## src/rtl/lfsr_encrypt_engine.sv

```systemverilog
// lfsr_encrypt_engine
// Encrypts a plaintext message held in data memory. It first reads three
// configuration bytes: the preamble length, the LFSR tap mask and the LFSR seed.
// It then forms a 64-byte padded stream: leading spaces, the message, and
// trailing spaces. Each stream byte has its low 7 bits XORed with the current
// state of a 7-bit LFSR. Bit 7 of each output byte is replaced by the parity of
// bits [6:0]. The 64 ciphertext bytes are written back starting at OUT_BASE.
//
// Ports
//   Clk          in   single clock, rising edge
//   Reset        in   synchronous, active-high
//   Start        in   1 = hold idle; a run begins on the edge that samples 0
//   Ack          out  1 = run complete (held until Start returns to 1)
//   mem_addr     out  data-memory address
//   mem_rd_data  in   combinational read data for mem_addr
//   mem_wr_en    out  write strobe; memory writes on the rising edge
//   mem_wr_data  out  write data
//   o_dbg_state  out  current FSM state encoding, for observation only
//
// Handshake: Start/Ack is a level handshake. Start low requests a run, which
// executes to completion regardless of further Start activity. Ack then stays
// high. Raising Start returns the block to idle and clears Ack. A new run needs
// Start to go low again.
module lfsr_encrypt_engine (
  input  logic       Clk,
  input  logic       Reset,
  input  logic       Start,
  output logic       Ack,
  output logic [7:0] mem_addr,
  input  logic [7:0] mem_rd_data,
  output logic       mem_wr_en,
  output logic [7:0] mem_wr_data,
  output logic [2:0] o_dbg_state
);

  localparam logic [7:0] MSG_BASE  = 8'd0;
  localparam logic [7:0] CFG_BASE  = 8'd61;
  localparam logic [7:0] OUT_BASE  = 8'd64;
  localparam logic [6:0] LAST_BYTE = 7'd63;   // NBYTES - 1
  localparam logic [6:0] MSG_LAST  = 7'd60;   // last plaintext offset

  typedef enum logic [2:0] {
    S_IDLE    = 3'd0,
    S_LD_PRE  = 3'd1,
    S_LD_TAP  = 3'd2,
    S_LD_SEED = 3'd3,
    S_RD      = 3'd4,
    S_WR      = 3'd5,
    S_DONE    = 3'd6
  } state_t;

  state_t     r_state;
  logic [3:0] r_pre;
  logic [6:0] r_tap;
  logic [6:0] r_lfsr;
  logic [6:0] r_i;
  logic [7:0] r_pt;

  logic [6:0] w_pre7;
  logic [6:0] w_off;
  logic       w_is_pad;
  logic [6:0] w_c;
  logic       w_fb;
  logic       w_unused_pt_msb;

  assign w_pre7 = {3'b000, r_pre};
  // The offset is only meaningful when r_i >= r_pre. The r_i < pre term in
  // w_is_pad masks out the wrapped value.
  assign w_off    = r_i - w_pre7;
  assign w_is_pad = (r_i < w_pre7) || (w_off > MSG_LAST);
  assign w_c      = r_pt[6:0] ^ r_lfsr;
  assign w_fb     = ^(r_lfsr & r_tap);
  // The plaintext MSB is latched but never used, because parity replaces it.
  assign w_unused_pt_msb = r_pt[7];

  assign o_dbg_state = r_state;

  // Outputs are decoded only from registers. Start has no path to them.
  always_comb begin
    mem_addr    = 8'd0;
    mem_wr_en   = 1'b0;
    mem_wr_data = 8'd0;
    Ack         = 1'b0;
    case (r_state)
      S_LD_PRE:  mem_addr = CFG_BASE;
      S_LD_TAP:  mem_addr = CFG_BASE + 8'd1;
      S_LD_SEED: mem_addr = CFG_BASE + 8'd2;
      S_RD:      if (!w_is_pad) mem_addr = MSG_BASE + {1'b0, w_off};
      S_WR: begin
        mem_addr    = OUT_BASE + {1'b0, r_i};
        mem_wr_en   = 1'b1;
        mem_wr_data = {^w_c, w_c};
      end
      S_DONE:    Ack = 1'b1;
      default: ;
    endcase
  end

  always_ff @(posedge Clk) begin
    if (Reset) begin
      r_state <= S_IDLE;
      r_pre   <= 4'd0;
      r_tap   <= 7'd0;
      r_lfsr  <= 7'd0;
      r_i     <= 7'd0;
      r_pt    <= 8'd0;
    end else begin
      case (r_state)
        S_IDLE: if (!Start) r_state <= S_LD_PRE;
        S_LD_PRE: begin
          // A preamble shorter than 10 is raised to 10.
          r_pre   <= (mem_rd_data[3:0] < 4'd10) ? 4'd10 : mem_rd_data[3:0];
          r_state <= S_LD_TAP;
        end
        S_LD_TAP: begin
          r_tap   <= mem_rd_data[6:0];
          r_state <= S_LD_SEED;
        end
        S_LD_SEED: begin
          // An all-zero seed would lock the LFSR, so it is replaced with 1.
          r_lfsr  <= (mem_rd_data[6:0] == 7'd0) ? 7'h01 : mem_rd_data[6:0];
          r_i     <= 7'd0;
          r_state <= S_RD;
        end
        S_RD: begin
          r_pt    <= w_is_pad ? 8'h20 : mem_rd_data;
          r_state <= S_WR;
        end
        S_WR: begin
          r_lfsr  <= {r_lfsr[5:0], w_fb};
          r_i     <= r_i + 7'd1;
          r_state <= (r_i < LAST_BYTE) ? S_RD : S_DONE;
        end
        S_DONE: if (Start) r_state <= S_IDLE;
        default: r_state <= S_IDLE;
      endcase
    end
  end

endmodule

```

## config.mk

```make
export PLATFORM = sky130hd
export DESIGN_NAME = lfsr_encrypt_engine
export DESIGN_NICKNAME = d
export VERILOG_FILES = /design/src/rtl/lfsr_encrypt_engine.sv
export SDC_FILE = /design/constraint.sdc
export NUM_CORES = 1
export LEC_CHECK = 0
export ABC_CLOCK_PERIOD_IN_PS = 3100
export CAP_MARGIN = 20
export CORE_ASPECT_RATIO = 0.6
export CORE_MARGIN = 4
export CORE_UTILIZATION = 54
export CTS_CLUSTER_DIAMETER = 30
export DETAILED_ROUTE_END_ITERATION = 16
export PLACE_DENSITY = 0.78
export SETUP_SLACK_MARGIN = 0.3
export SYNTH_ARGS = -nofsm -noshare
export SYNTH_HDL_FRONTEND = slang
export SYNTH_SLANG_ARGS = --single-unit
```

## constraint.sdc

```tcl
create_clock -name Clk -period 3.1 [get_ports Clk]
set_clock_uncertainty 0.1 [all_clocks]
set_input_delay 0.465 -clock Clk [delete_from_list [all_inputs] [get_ports Clk]]
set_output_delay 0.465 -clock Clk [all_outputs]
set_load 0.005 [all_outputs]
```

# Word level (Yosys, flattened, before mapping)
# Cells that the tools add are included.
# totals
romBits	0
output_inout_bits	21
mem_count	0
latchBits	0
ff_bits	35
mem_bits_rw	0
inputBits	11
# op_classes
n_addsub	3
mux	14
eq_ne	8
reduce_logical	7
n_shift	0
magnitude_cmp	4
bitwise	2
multipliers	0
n_div	0
# ops
operator	count
$pmux 8 s5	1
$pmux 7 s2	2
$mux 7	3
$pmux 3 s7	1
$reduce_xor 7->1	2
$eq 3x3->1 const B	3
$add 7x7->8 const A	1
$mux 8	1
$add 7x1->7 const B	1
$and 7x7->7	1
$gt 7x6->1 const B	1
$logic_not 7->1	1
$lt 7x4->1	1
$lt 7x6->1 const B	1
$sub 7x4->7	1
$xor 7x7->7	1
$eq 3x2->1 const B	2
$mux 3	2
$lt 4x4->1 const B	1
$mux 4	1
$ne 2x2->1 const B	2
$eq 3x1->1 const B	1
$logic_not 3->1	1
$mux 1	2
other kinds (4)	4

# Logic depth before layout (Yosys ltp)
# Gate-level depths: netlist of run 1.
# logic_depth
depth_word	5
mapped_depth	10
mapped_depth_nobuf	9

# Least setup slack after synthesis of run 1
# No wires, ideal clock.
# synth_path
path_kind	register to output
start	reg r_i[0]
end	out mem_addr[0]
path_stages_with_launch	11
t_required_ns	2.535
arrival_ns	2.199
setup_slack_ns	0.336
path_cell_list	dfxtp_1 -> inv_1 -> ha_1 -> inv_1 -> fa_1 -> a21o_1 -> a21oi_2 -> mux2_1 -> a31oi_2 -> buf_6 -> a22o_1
# synth_via
elab_chain_len	5
word_cells_on_any_way	7
cone_classes	2 x add/sub; 2 x order compare; 2 x mux; 1 x reduce/logical
# synth_lines
element	line_no	rtl
start: declaration	56	logic [6:0] r_i;
start signal: assignment	131	r_i <= r_i + 7'd1;
$sub 7x4->7	69	assign w_off = r_i - w_pre7;
$gt 7x6->1	70	assign w_is_pad = (r_i < w_pre7) || (w_off > MSG_LAST);
$logic_or 1x1->1	70	
$mux 7	88	S_RD: if (!w_is_pad) mem_addr = MSG_BASE + {1'b0, w_off};
$pmux 8 s5 (*)	84	case (r_state)
end: declaration	29	output logic [7:0] mem_addr,
# Mark *: on every way between the ends. The rest lies on a longest branch, timed or not.

# Final worst setup path of run 1
# layout_path
start	reg r_i[0]
end	out mem_addr[1]
# Same word-level chain as after synthesis.

==> results of run 1 <==
==> sequential cells by signal (all words and copies together), names as in the netlist <==
signal,count
r_i,7
r_lfsr,7
r_pt,7
r_tap,7
r_pre,4
o_dbg_state,3
==> what timing repair did <==
action / CTS / global route
endpoints found under the hold margin: 0 / 0
setup buffers: 10 / 3
pin swaps: 13 / 8
endpoints found under the setup margin: 17 / 11
resized for setup: 45 / 8
==> area by class of cell <==
class / count / area [sq um] / area share [%]
clock inverters: 1 / 5.00 / 0.183
multi-input cells: 192 / 1340 / 48.8
well taps: 47 / 58.8 / 2.15
inverters: 15 / 58.8 / 2.15
clock buffers: 7 / 76.3 / 2.79
repair buffers: 57 / 499 / 18.2
flip-flops and latches: 35 / 706 / 25.8
==> cell families (layout without fill, tap and decap cells) <==
group / count (synthesis) / count (layout)
AO/OA/AOI/OAI: 62 / 62
XOR/XNOR: 24 / 24
adder cells (fa/ha/maj): 6 / 6
buffers and inverters: 29 / 80
flip-flops: 35 / 35
multiplexers: 8 / 8
AND/OR/NAND/NOR: 92 / 92
==> synthesized netlist by cell type (4+ instances only) <==
| cell type | count | area, sq um |
|---|---|---|
| clkbuf_1 | 7 | 26.3 |
| ha_1 | 5 | 62.6 |
| o21ai_0 | 10 | 50.1 |
| and2_1 | 4 | 25.0 |
| dfxtp_1 | 35 | 701 |
| inv_1 | 13 | 48.8 |
| nand2_1 | 24 | 90.1 |
| a22o_1 | 4 | 35.0 |
| mux2i_1 | 7 | 70.1 |
| xor2_1 | 5 | 43.8 |
| nand3_1 | 5 | 25.0 |
| nor2_1 | 42 | 158 |
| o21ai_1 | 4 | 20.0 |
| xnor2_1 | 19 | 166 |
| buf_2 | 5 | 25.0 |
| a311oi_1 | 6 | 52.6 |
| a21oi_1 | 12 | 60.1 |
| a32o_1 | 7 | 70.1 |
==> through the flow <==
stage                     power [mW]  TNS, ns  utilization [%]  cell area [sq um]
after floorplan                0.633        0                -               2080
after global placement         0.726   -0.679             67.1               2480
after detailed placement       0.728   -0.935             67.1               2480
after CTS                       1.08        0             72.7               2690
after global routing            1.14   -0.990             74.0               2740
final                           1.09   -0.291             74.0               2740
==> routing by layer <==
| layer | vias to the layer above | GRT usage (%) | routed length [microns] |
|---|---|---|---|
| li1 | 990 | - | - |
| met2 | 91 | 35.3 | 2520 |
| met1 | 995 | 39.1 | 2830 |
| met4 | 0 | 4.74 | 62 |
| met3 | 11 | 7.25 | 557 |
| met5 | - | 0 | 0 |
==> power breakdown <==
part | switching, mW | leakage (nW) | internal [mW]
sequential | 0.0179 | 0.285 | 0.468
clock | 0.170 | 0.0422 | 0.158
combinational | 0.135 | 0.706 | 0.142
total | 0.323 | 1.03 | 0.767
==> how the worst min path moves through the flow <==
stage	endpoint	slack, ns	startpoint	cells after the start
finish	r_pre[3]	0.38	r_pre[3]	2
CTS	r_pre[3]	0.38	r_pre[3]	2
floorplan	r_pre[3]	0.34	r_pre[3]	2
detailed placement	r_pre[3]	0.37	r_pre[3]	2
global route	r_pt[6]	0.40	r_pt[6]	1
global placement	r_pre[3]	0.35	r_pre[3]	2
==> placed cells by master, fill, tap and decap left out, types with 2 or more instances in the layout <==
cell | synthesis | routed
o21ai_0 | 10 | 10
nand3_1 | 5 | 4
inv_2 | 2 | 3
clkdlybuf4s50_1 | 0 | 24
a32o_1 | 7 | 7
nor2b_1 | 2 | 2
dfxtp_2 | 0 | 4
o22ai_1 | 2 | 2
a21oi_2 | 1 | 2
inv_1 | 13 | 11
nand2_1 | 24 | 24
nor2_1 | 42 | 41
a21oi_1 | 12 | 11
a22oi_1 | 2 | 2
a31oi_1 | 2 | 2
mux2i_1 | 7 | 7
nor4_1 | 2 | 2
a211oi_1 | 2 | 2
clkbuf_1 | 7 | 2
buf_4 | 0 | 20
and3_1 | 3 | 3
buf_2 | 5 | 6
o21ai_1 | 4 | 4
dfxtp_1 | 35 | 31
ha_1 | 5 | 4
xnor2_1 | 19 | 17
buf_6 | 1 | 7
a22o_1 | 4 | 4
and2_1 | 4 | 4
nand4b_1 | 3 | 3
a311oi_1 | 6 | 6
clkbuf_8 | 0 | 5
xor2_1 | 5 | 4
==> critical path, cell delays in order (launching register included) <==
cell and delay [ns]:
dfxtp_2 0.32, inv_2 0.08, ha_4 0.13, inv_2 0.03, fa_2 0.33, a21o_1 0.20, a21oi_2 0.20, mux2_4 0.33
a31oi_4 0.22, buf_4 0.15, buf_6 0.09, a221o_1 0.12, buf_2 0.11
==> impl_metrics.toml, run 1 <==
[floorplanning]
initial_utilization_pct = 56.3
die_y_microns = 56.1
core-area_sq_mm = 0.00370
ios = 32
rows = 17
fp.dieW_microns = 88.2
dieArea_sq_mm = 0.00495

[critical_path]
reg2reg_depth = 13
cp-endpoint = "mem_addr[1]"
r2r_end = "r_pt[4]"
timing.rr.start = "r_i[0]"
worstPathRequired_ns = 2.53
r2r_slack_ns = 0.45
arrival_ns = 2.61
cp_max_fo = 3
cp-end-kind = "primary output"
cp-start-kind = "flip-flop"
critPathKind = "flip-flop to primary output"
crit_path_start = "r_i[0]"

[placed_design]
placed_cells = 333
place.port_buffers = 30
place.gp.congestion = 0.830
dpl.hpwl_mm = 4.04
dp_slack_ns = -0.196

[drt]
first_iter_violations = 243
drc_errors = 0
vias_per_cell = 5.90
vias = 2087
wl_per_cell_microns = 16.9
first_pass_iters = 5
routed_wl_mm = 5.97
ant_nets = 0

[grt]
grt_pass1_wl_mm = 9.78
grt_max_degree = 21
grt_overflow = 0
antenna_found_initial = 0
grt.total_usage_pct = 25.5
grt_pass1_vias = 1896

[status]
status = "complete, but fails checks"
violations = "setup timing"

[synth]
synthMuxAreaShare_pct = 3.90
synth_fp_nets = 273
synth_edf_count = 0
ys.flop_type = "dfxtp_1"
yosysWarnings = 0
yosys.area_share.xor_xnor_pct = 10.1
avgSynthCellArea_sq_um = 8.14
synth-adder-area-share_pct = 3.96
synth_cell_types = 48
async_flop_share_pct = 0
syn-instance-count = 256
yosysSeqAreaShare_pct = 33.6
syn_area_sq_mm = 0.00208
ys_seq_elements = 35
synthSimpleGateAreaFrac_pct = 20.3
synth_compound_area_share_pct = 22.3
synth_top_family_by_area = "compound AO/OA/AOI/OAI gates"

[clock_tree]
cts.sinks = 35
insertion_delay_ns = 0.29
numCtsBuffers = 5
cts_tree = "built"
cts_buffer_depth = 2
cts.clk_slew.worst_paths_ns = 0.07
clock_tree.root_cell = "clkbuf_8"
h-tree-depth = 2
cts_hold_buf = 0

[timing]
worst_pin_slew_ns = 0.587
finalSetupViolCount = 6
maxSlewHeadroom_pct = 60.9
hold_violations = 0
rsz0062_at_grt = "true"
setup_ws_ns = -0.0713
period_minus_slack_ns = 3.17
slew_violations = 0
hold_ws_ns = 0.375
min_period_over_period_pct = 102
max_clock_freq_mhz = 315

[pwr]
powerDensity_mw_per_mm2 = 398
p_leak_nw = 1.03
max-vdd-ir-drop_v = 0.000291

[finish]
final_cells = 354
diodes = 0
area_growth_pct = 31.5
fillers = 277
drive_above_1_share_pct = 20.8
final_net_count = 323

[run]
maxCapViolCount = 0

[min_path]
hold_class = "flip-flop to flip-flop"
Note: power is estimated with default switching activity, not from simulation.
==> run 2: changes to the inputs <==
==> constraint.sdc (replaced) <==
create_clock -name Clk -period 3.1 [get_ports Clk]
set_clock_uncertainty 0.1 [all_clocks]
set_input_delay 0.465 -clock Clk [delete_from_list [all_inputs] [get_ports Clk]]
set_output_delay 0.465 -clock Clk [all_outputs]
set_load 0.05 [all_outputs]
==> run 2 against run 1 <==
Compared with the run above:
- the run still ends with setup timing left
- die area unchanged
- clock-buffer cell count shrank 2
- worst setup slack better by 0.042 ns
- power is 15% higher
- wire length decreased by 5.9%
- clock power grew 28%
- critical path depth is 2 lower
- largest cell class unchanged
- highest routed layer unchanged
==> impl_metrics.toml, run 2 (synthesis results as in run 1) <==
[clock_tree]
cts.clk_slew.worst_paths_ns = 0.08
insertion_delay_ns = 0.30
numCtsBuffers = 5
cts_tree = "built"
h-tree-depth = 2
clock_tree.root_cell = "clkbuf_8"
cts_buffer_depth = 2
cts.sinks = 35
cts_hold_buf = 0

[status]
status = "complete, but fails checks"
violations = "setup timing"

[grt]
grt.total_usage_pct = 24.2
antenna_found_initial = 0
grt_max_degree = 22
grt_overflow = 0
grt_pass1_wl_mm = 9.28
grt_pass1_vias = 1886

[drt]
first_iter_violations = 210
vias_per_cell = 6.03
drc_errors = 0
routed_wl_mm = 5.61
vias = 2031
first_pass_iters = 5
wl_per_cell_microns = 16.7
ant_nets = 0

[floorplanning]
initial_utilization_pct = 56.3
dieArea_sq_mm = 0.00495
rows = 17
core-area_sq_mm = 0.00370
fp.dieW_microns = 88.2
ios = 32
die_y_microns = 56.1

[finish]
fillers = 295
final_cell_mix = "42 x nor2_1, 33 x dfxtp_1, 24 x nand2_1"
final_net_count = 306
area_growth_pct = 30.6
drive_above_1_share_pct = 17.6
final_cells = 337
diodes = 0
final_common_cell = "nor2_1"

[placed_design]
place.gp.congestion = 0.872
dp_slack_ns = 0.0655
placed_cells = 327
dpl.hpwl_mm = 3.92
place.port_buffers = 30

[critical_path]
arrival_ns = 2.56
cp-start-kind = "flip-flop"
worstPathRequired_ns = 2.53
path_cells = "inv_2 > ha_4 > inv_2 > fa_2 > a21o_1 > a21oi_2 > mux2_4 > a31oi_4 > a221o_2 > buf_12"
cp_max_fo = 6
cp_top_family = "compound AO/OA/AOI/OAI gates"
critPathKind = "flip-flop to primary output"
crit_path_max_incr_delay_ns = 0.36
cpMostUsedCell = "inv_2"
worst-path-buf-inv = 3
cp-end-kind = "primary output"
cpMaxStageDelayCell = "fa_2"

[timing]
maxSlewHeadroom_pct = 60.2
tns_ns = -0.0298
slew_violations = 0
rsz0062_at_grt = "true"
finalSetupViolCount = 1
max_clock_freq_mhz = 320
min_period_over_period_pct = 101
hold_ws_ns = 0.394
hold_violations = 0
worst_pin_slew_ns = 0.597
period_minus_slack_ns = 3.13
setup_ws_ns = -0.0298

[pwr]
p_leak_nw = 1.05
max-vdd-ir-drop_v = 0.000345
total_power_mw = 1.25
powerDensity_mw_per_mm2 = 459

[min_path]
hold_class = "flip-flop to flip-flop"

[run]
maxCapViolCount = 0
[run 2: changes by cell type in the layout (fill, tap and decap cells not counted), moves of 2 or more]
cell,change
clkbuf_1,-2
buf_2,-6
buf_6,-6
a22o_1,-4
dfxtp_2,-2
buf_12,+7
dlygate4sd2_1,+8
a22o_4,+4
clkdlybuf4s50_1,-11
buf_4,-10
dfxtp_1,+2
[run 2: cell type report]
class	instances	area [sq um]	share of cell area, %
clock buffer	5	68.8	2.53
clock inverter	3	43.8	1.61
inverter	15	56.3	2.07
multi-input combinational	192	1350	49.6
sequential	35	703	25.8
tap	47	58.8	2.16
timing repair buffer	40	442	16.2
[run 2: worst paths after layout]
check | from | to | slack (ns) | depth (start not counted)
max | r_i[0] | mem_addr[1] | -0.03 | 10
max reg2reg | r_i[0] | r_pt[4] | 0.63 | 10
min reg2reg | r_tap[0] | r_tap[0] | 0.39 | 2
min | r_tap[0] | r_tap[0] | 0.39 | 2
[run 2: repair_timing]
action / 4_1_cts / 5_1_grt
pin swaps: 4 / 3
gates resized for setup: 22 / 3
buffers inserted: 2 / 0
setup endpoints to repair: 14 / 6
[run 2: power breakdown]
part | total (mW) | internal, mW | switching (mW)
Sequential | 0.479 | 0.467 | 0.0119
Clock | 0.419 | 0.239 | 0.180
Combinational | 0.352 | 0.160 | 0.192
Total | 1.25 | 0.866 | 0.383
[run 2: worst min-delay path, cell delays in order, from the launching register on]
cell	delay (ns)
dfxtp_1	0.33
mux2i_1	0.06
nor2_1	0.07
[run 2: layer usage]
layer  share of wire (%)  track usage [%]
met5                   0                0
met4                 1.2             7.11
met3                 9.9             5.47
met2                  43             34.0
met1                  46             36.2
[run 2: through the flow]
stage / area [sq um] / util, %
floorplan: 2120 / -
global placement: 2540 / 68.6
detailed placement: 2540 / 68.6
CTS: 2710 / 73.3
global route: 2720 / 73.6
finish: 2720 / 73.6
==> run 3: changes to the inputs <==
--- a/config.mk
+++ b/config.mk
@@ -8,7 +8,6 @@
 export ABC_CLOCK_PERIOD_IN_PS = 3100
 export CAP_MARGIN = 20
 export CORE_ASPECT_RATIO = 0.6
-export CORE_MARGIN = 4
 export CORE_UTILIZATION = 54
 export CTS_CLUSTER_DIAMETER = 30
 export DETAILED_ROUTE_END_ITERATION = 16
==> run 3 against run 2 <==
Compared with the run above:
- highest routed layer unchanged
- the flow still finishes with violations (setup timing)
- first-iteration DRC count decreased by 33%
- die area decreased by 17%
- global-route usage increased by 6.1 points
- non-clock buffer count increased by 2
- sequential power about the same
==> impl_metrics.toml, run 3 (synthesis results as in run 1) <==
[clock_tree]
h-tree-depth = 2
cts_buffer_depth = 2
insertion_delay_ns = 0.28
numCtsBuffers = 5
clock_tree.root_cell = "clkbuf_8"
cts.clk_slew.worst_paths_ns = 0.07
cts_tree = "built"
cts.sinks = 35

[placed_design]
placed_cells = 328
place_area_sq_mm = 0.00255
dp_slack_ns = 0.0257
dpl.hpwl_mm = 4.06
place.port_buffers = 30
place.gp.congestion = 0.889

[run]
maxCapViolCount = 0

[timing]
worst_pin_slew_ns = 0.581
period_minus_slack_ns = 3.14
hold_violations = 0
finalSetupViolCount = 1
rsz0062_at_grt = "true"
tns_ns = -0.0354
slew_violations = 0
min_period_over_period_pct = 101
setup_ws_ns = -0.0354
maxSlewHeadroom_pct = 61.3
max_clock_freq_mhz = 319

[drt]
first_iter_violations = 141
vias = 1996
vias_per_cell = 5.89
drc_errors = 0
ant_nets = 0
routed_wl_mm = 5.54
first_pass_iters = 5
wl_per_cell_microns = 16.3

[floorplanning]
die_y_microns = 50.1
rows = 17
fp.dieW_microns = 82.2
core-area_sq_mm = 0.00368
dieArea_sq_mm = 0.00412
initial_utilization_pct = 56.6
ios = 32

[status]
violations = "setup timing"
status = "complete, but fails checks"

[finish]
final_cells = 339
final_net_count = 308
drive_above_1_share_pct = 18.5
area_growth_pct = 31.9
diodes = 0
fin_area_sq_mm = 0.00275
final_cell_mix = "42 x nor2_1, 33 x dfxtp_1, 24 x nand2_1"
final_common_cell = "nor2_1"

[pwr]
intPower_mw = 0.779
max-vdd-ir-drop_v = 0.000367
total_power_mw = 1.14
p_comb_share_pct = 30.3
powerDensity_mw_per_mm2 = 416
p_switching_mw = 0.364
pwr-share-clk_pct = 27.7
p_leak_nw = 1.15
netSwitchingFraction_pct = 31.9
seqPwrFrac_pct = 42.0

[min_path]
hp-start = "r_pre[2]"
whs_endpoint = "r_pre[2]"
hold_class = "flip-flop to flip-flop"
whs_path_depth = 2

[critical_path]
timing.rr.start = "r_i[0]"
arrival_ns = 2.57
cp_max_fo = 6
reg2reg_depth = 11
r2r_slack_ns = 0.54
r2r_end = "r_pt[4]"
cp-end-kind = "primary output"
cp-start-kind = "flip-flop"
worstPathRequired_ns = 2.53
critPathKind = "flip-flop to primary output"

[grt]
grt.total_usage_pct = 30.3
grt_pass1_wl_mm = 9.16
grt.busiest_layer = "met1"
antenna_found_initial = 0
gr-usage-met2_pct = 42.7
use_met1_pct = 46.4
grt_overflow = 0
grt_max_degree = 27
grt_pass1_vias = 1834
grt_use_met3_pct = 5.93
run 3: layout make-up:
class	instances	area (sq um)
timing repair buffer	42	479
fill	274	930
inverter	15	56.3
clock buffer	6	72.6
sequential	35	703
tap	47	58.8
clock inverter	2	12.5
multi-input combinational	192	1370
run 3: critical path, cell delays in order, from the launching register on:
cell and delay (ns):
dfxtp_2 0.33, inv_2 0.06, ha_4 0.13, inv_2 0.03
fa_2 0.34, a21o_1 0.21, a21oi_2 0.19, mux2_4 0.33
a31oi_4 0.26, a221o_2 0.25, buf_12 0.14
run 3: how the worst max path moves through the flow:
| stage | startpoint | to | slack (ns) | cells after the start |
|---|---|---|---|---|
| 6_report | r_i[0] | mem_addr[1] | -0.04 | 10 |
| 3_5_place_dp | r_i[0] | mem_addr[1] | 0.03 | 10 |
| 4_1_cts | r_i[0] | mem_addr[1] | -0.1 | 10 |
| 2_1_floorplan | r_i[0] | mem_addr[0] | 0.30 | 10 |
| 3_3_place_gp | r_i[0] | mem_addr[1] | 0.11 | 10 |
| 5_1_grt | r_i[0] | mem_addr[1] | -0.11 | 10 |
run 3: per-layer routing:
metal	part of all wire (%)	routed length, microns
met1	49	2710
met2	42	2330
met3	7.7	425
met4	1.3	71
met5	0	0
run 3: power by group through the flow:
stage	Clock, mW	Sequential, mW	Combinational, mW
2_1_floorplan	0	0.497	0.199
3_3_place_gp	0	0.488	0.309
3_5_place_dp	0	0.489	0.312
4_1_cts	0.324	0.479	0.336
5_1_grt	0.344	0.481	0.369
6_report	0.317	0.479	0.346
run 3: repair_timing:
item,in CTS,in global routing
gates resized for setup,13,12
endpoints found under the setup margin,6,14
hold buffers,0,0
setup buffers,3,0
pin swaps,7,5
run 3: stage by stage:
| stage | util, % | hold WS (ns) |
|---|---|---|
| after CTS | 73.5 | 0.386 |
| after floorplan | - | 0.340 |
| after detailed placement | 69.2 | 0.375 |
| after global placement | 69.2 | 0.353 |
| final | 74.7 | 0.385 |
| after global routing | 74.7 | 0.417 |
